### src/rtl/rv_register_file.sv
// rv_register_file
//   Integer register file for the single-cycle RV32I core: 32 x 32-bit
//   registers with x0 hardwired to zero. Two combinational read ports feed
//   the ALU operands; one write port, sampled on the rising clock edge,
//   takes the writeback result.
//
// Ports
//   clk  in   1  core clock, all state changes on its rising edge
//   rst  in   1  synchronous active-high reset, clears every register
//   A1   in   5  read address, port 1 (rs1)
//   A2   in   5  read address, port 2 (rs2)
//   A3   in   5  write address (rd)
//   WE3  in   1  write enable, active high
//   WD3  in  32  write data
//   RD1  out 32  x[A1]
//   RD2  out 32  x[A2]
module rv_register_file (
  input  logic        clk,
  input  logic        rst,
  input  logic [4:0]  A1,
  input  logic [4:0]  A2,
  input  logic [4:0]  A3,
  input  logic        WE3,
  input  logic [31:0] WD3,
  output logic [31:0] RD1,
  output logic [31:0] RD2
);

  logic [31:0] regs_reg [0:31];
  logic [31:0] wsel;

  // One-hot write select. Entry 0 is never selected, so writes to x0 are
  // dropped here rather than relying on the read mux alone.
  assign wsel[0] = 1'b0;

  genvar gi;
  generate
    for (gi = 1; gi < 32; gi++) begin : g_wsel
      assign wsel[gi] = WE3 && (A3 == 5'(gi));
    end
  endgenerate

  // Reset wins over a coincident write.
  always_ff @(posedge clk) begin
    for (int i = 0; i < 32; i++) begin
      if (rst) begin
        regs_reg[i] <= '0;
      end else if (wsel[i]) begin
        regs_reg[i] <= WD3;
      end
    end
  end

  // Address 0 is forced to zero so x0 reads clean even before the first
  // reset, when the storage itself is still undefined.
  assign RD1 = (A1 == 5'd0) ? 32'd0 : regs_reg[A1];
  assign RD2 = (A2 == 5'd0) ? 32'd0 : regs_reg[A2];

endmodule

### config.mk
export PLATFORM = sky130hd
export DESIGN_NAME = rv_register_file
export DESIGN_NICKNAME = d
export VERILOG_FILES = /design/src/rtl/rv_register_file.sv
export SDC_FILE = /design/constraint.sdc
export NUM_CORES = 2
export LEC_CHECK = 0
export ABC_AREA = 1
export CORE_MARGIN = 2
export CORE_UTILIZATION = 35
export DETAILED_ROUTE_END_ITERATION = 7
export PLACE_DENSITY = 0.56
export SLEW_MARGIN = 20
export SYNTH_ARGS = -nofsm -noshare
export SYNTH_HDL_FRONTEND = slang
export SYNTH_SLANG_ARGS = --single-unit
### constraint.sdc
create_clock -name clk -period 4.5 [get_ports clk]
set_clock_uncertainty 0.05 [all_clocks]
set_input_delay 0.45 -clock clk [delete_from_list [all_inputs] [get_ports clk]]
set_output_delay 0.45 -clock clk [all_outputs]
set_load 0.01 [all_outputs]
# --- Word-level counts from Yosys, hierarchy flattened ---
# Memory sizes are Yosys's and may differ from the RTL's.
# Index checks and enable logic that the tools add are counted.
word_totals:
  n_memories: 1
  ramBits: 1024
  ff_bits: 0
  output_inout_bits: 64
  inputBits: 50
memory_table:
  columns: ["memory", "depth", "width", "read_ports", "rd_ports_with_merged_regs", "write_ports", "line", "source"]
  rows:
  - ["regs_reg", 32, 32, 2, 0, 32, "29", "logic [31:0] regs_reg [0:31];"]
op_classes:
  n_bitwise: 31
  n_reduce_logical: 33
  muxes: 128
  n_eq_ne: 31
ops:
  columns: ["cell", "count"]
  rows:
  - ["2-to-1 mux 32 bit", 33]
  - ["2-to-1 mux 1 bit", 95]
  - ["equality test 5 bit (second input constant)", 16]
  - ["equality test 5 x 4 -> 1 bit (second input constant)", 8]
  - ["logical AND 1 bit", 31]
  - ["OR 1 bit", 31]
  - ["equality test 5 x 3 -> 1 bit (second input constant)", 4]
  - ["equality test 5 x 2 -> 1 bit (second input constant)", 2]
  - ["logical NOT 5 bit", 2]
  - ["equality test 5 x 1 -> 1 bit (second input constant)", 1]

# --- Logic depth before layout (Yosys ltp) ---
logic_depth:
  depth_word: 6
  mapped_depth: 14
  ltp_nobuf: 11

# --- Worst setup path before layout ---
# OpenSTA, ideal clock, no wires.
synth_timing:
  kind: "in2reg"
  startpoint: "in WE3"
  endpoint: "mem regs_reg[10][0] (enable)"
  stages: 5
  arrival_ps: 3225
  setup_slack_ps: 759
  n_path_buf: 1
  path_cell_list: "inv_1 nor2_1 buf_2 inv_1 o21ai_0"
synth_rtl:
  columns: ["item", "line", "source"]
  rows:
  - ["from (decl)", "23", "input logic WE3,"]
  - ["to (decl)", "29", null]

# --- Worst setup path in the final report ---
layout_timing:
  startpoint: "in A2[1]"
  endpoint: "out RD2[17]"
layout_between:
  elab_chain_cells: 2
layout_lines:
  columns: ["item", "line", "source"]
  rows:
  - ["from (decl)", "21", "input logic [4:0] A2,"]
  - ["memory read (32 x 32 bit) / logical NOT 5 bit (equally long branches)", null, null]
  - ["2-to-1 mux 32 bit (*)", "57", "assign RD2 = (A2 == 5'd0) ? 32'd0 : regs_reg[A2];"]
  - ["to (decl)", "26", "output logic [31:0] RD2"]
# Every way passes the cells marked *; elsewhere a longest branch is shown, timed or not.

==> out/metrics.cfg <==
[run_status]
status=complete, no violations

[global_route]
grt_max_degree=176
grtUsageMet3=0.0625
gr-usage-met1=0.377
grt_pass1_wl_mm=358
antenna_found_initial=7
first_global_vias=51500
met2_usage=0.450
grtUsageTotal=0.290
grt_overflow_total=0
top_usage_layer=met2

[placement]
gp_congestion=0.914
place.detailed.hpwl_mm=145
placed_area_mm2=0.0619
port_buffers=113
place_ws_ps=847

[clock_network]
clkSinkCount=992
cts_buffer_depth=3
cts_setup_buffers=0
cts_resized=0
htree_num_levels=3
path_clk_slew_ps=60
clock-root-buffer=clkbuf_16
cts_tree=built
hold_buffers=0
numCtsBuffers=115

[final_layout]
design_area_mm2=0.0656
multiInputGateArea_mm2=0.0225
syn_to_final_growth_pct=13.2
largest_reg_flops=992
num-fill-cells=16700
seq_area_mm2=0.0298
fin_nets=7749
final_core_util=0.398
drive_gt1_frac=0.0620

[synth]
synth-seq-cells=992
synthCells=7858
synth_top_area_frac=0.514
syn_area_mm2=0.0580
syn-num-nets=7908
synth.distinct_cells=21
synth.area.top_cells=edfxtp_1 51%, nand2_1 19%, nand3_1 10%
synth_edf_count=992
ys_top_cells_by_count=2,889 x nand2_1, 1,182 x nand3_1, 1,138 x nor2_1
yosysMostFrequentCell=nand2_1
synth_top_flop_cell=edfxtp_1
synth_area_leader_cell=edfxtp_1
seq_area_frac_synth=0.514
synth-async-reset-ratio=0
ys_warn_count=0
syn-mean-instance-area_um2=7.38

[timing]
setup_viol=0
hold_viol=0
relSlewSlack=0.237
fin_ws_ps=754
fin_crit_sh=0.833
post-route-min-period_ps=3750
finalSetupTns_ps=0
max_freq_mhz=267
tightest_slew_ps=1140
drv_slew=0
rsz0062_at_grt=no

[setup_path]
cpMaxStageDelayCell=nor2_4
crit_arrival_ps=3250
cp_common_cell=nand2_1
cp_num_cells=10
critPathBufInv=3
crit_start=A2[1]
endpoint_kind=output pin
path_class=in -> out
critPathMaxStageDelay_ps=840
critPathRequiredTime_ps=4000
cp_top_family=simple AND/OR/NAND/NOR gates
start_kind=input pin
cp_max_fo=55
critical_path.cell_chain=buf_8 -> nor2_4 -> buf_12 -> a21oi_1 -> nand3_1 -> nand3_1 -> nand2_1 -> nand2_1 -> nand2_1 -> clkdlybuf4s50_1

[die]
fp.dieH_um=411
dieWidth_um=411
core_area_mm2=0.165
start_util=0.352
rows=149
die_area_mm2=0.169
io_pins=114

[routing]
dr.pass1.iters=6
route.detailed.drc=0
vias=55100
vias_per_cell=5.51
totalWireLength_mm=251
ant_nets=0
wl_per_cell_um=25.1
drt_iter0_drc=7663

[power]
power_mw=24.2
p_leak_nw=29.8
ir_worst_vdd_mv=0.362
power_density_mw_per_mm2=369

[hold_path]
hold_depth=4
hold_path_class=in -> reg
hp-start=WD3[7]

[run]
max_cap_viol_count=0

## where the power goes
part | switching [mW] | leakage (nW) | internal [mW]
registers | 0.247 | 9.46 | 10.7
logic | 2.63 | 18.6 | 1.01
clock network | 4.17 | 1.83 | 5.46
## final cells by class
cell class,instances,share of cell area
clock inverters,71,0.0120
inverters,839,0.0488
diodes,1,0.0000381
clock buffers,143,0.0455
flip-flops and latches,992,0.454
well taps,2189,0.0417
multi-input cells,5419,0.344
repair buffers,332,0.0545
## metal layers
metal  routed length, um  share of wire
met1               94900           0.38
met2              110000           0.44
met3               30300           0.12
met4               15700          0.062
met5                  13       0.000052
## per-stage QoR
stage                     hold WS [ps]  instances
after floorplan                    639       7858
after global placement            1350       9771
after detailed placement          1360       9771
after CTS                          554       9985
after global routing               626       9986
final                              596       9986
## path summary, 6_finish.rpt
path	end	slack [ps]
hold / removal	regs_reg[23][7]	600
setup / recovery	RD2[17]	750
## cell usage in the layout, fill, tap and decap left out, drive strengths merged
master         count
bufinv            13
inv              833
clkbuf           143
o21ai             44
diode              1
nand2           2889
a21oi            160
clkinv            59
edfxtp           992
buf              229
nor2            1142
nand3           1182
o31ai              1
nand4              1
clkdlybuf4s50    103
clkinvlp           5
## cell families (layout without fill, tap and decap cells)
kind of cell | Yosys count | after routing | synth area share
AOI/OAI and AO/OA | 205 | 205 | 0.0177
other | 0 | 1 | 0
and+or+nand+nor | 5214 | 5214 | 0.364
buffers and inverters | 1447 | 1385 | 0.105
DFF | 992 | 992 | 0.514
No activity file was read; power rests on OpenSTA's default activity.
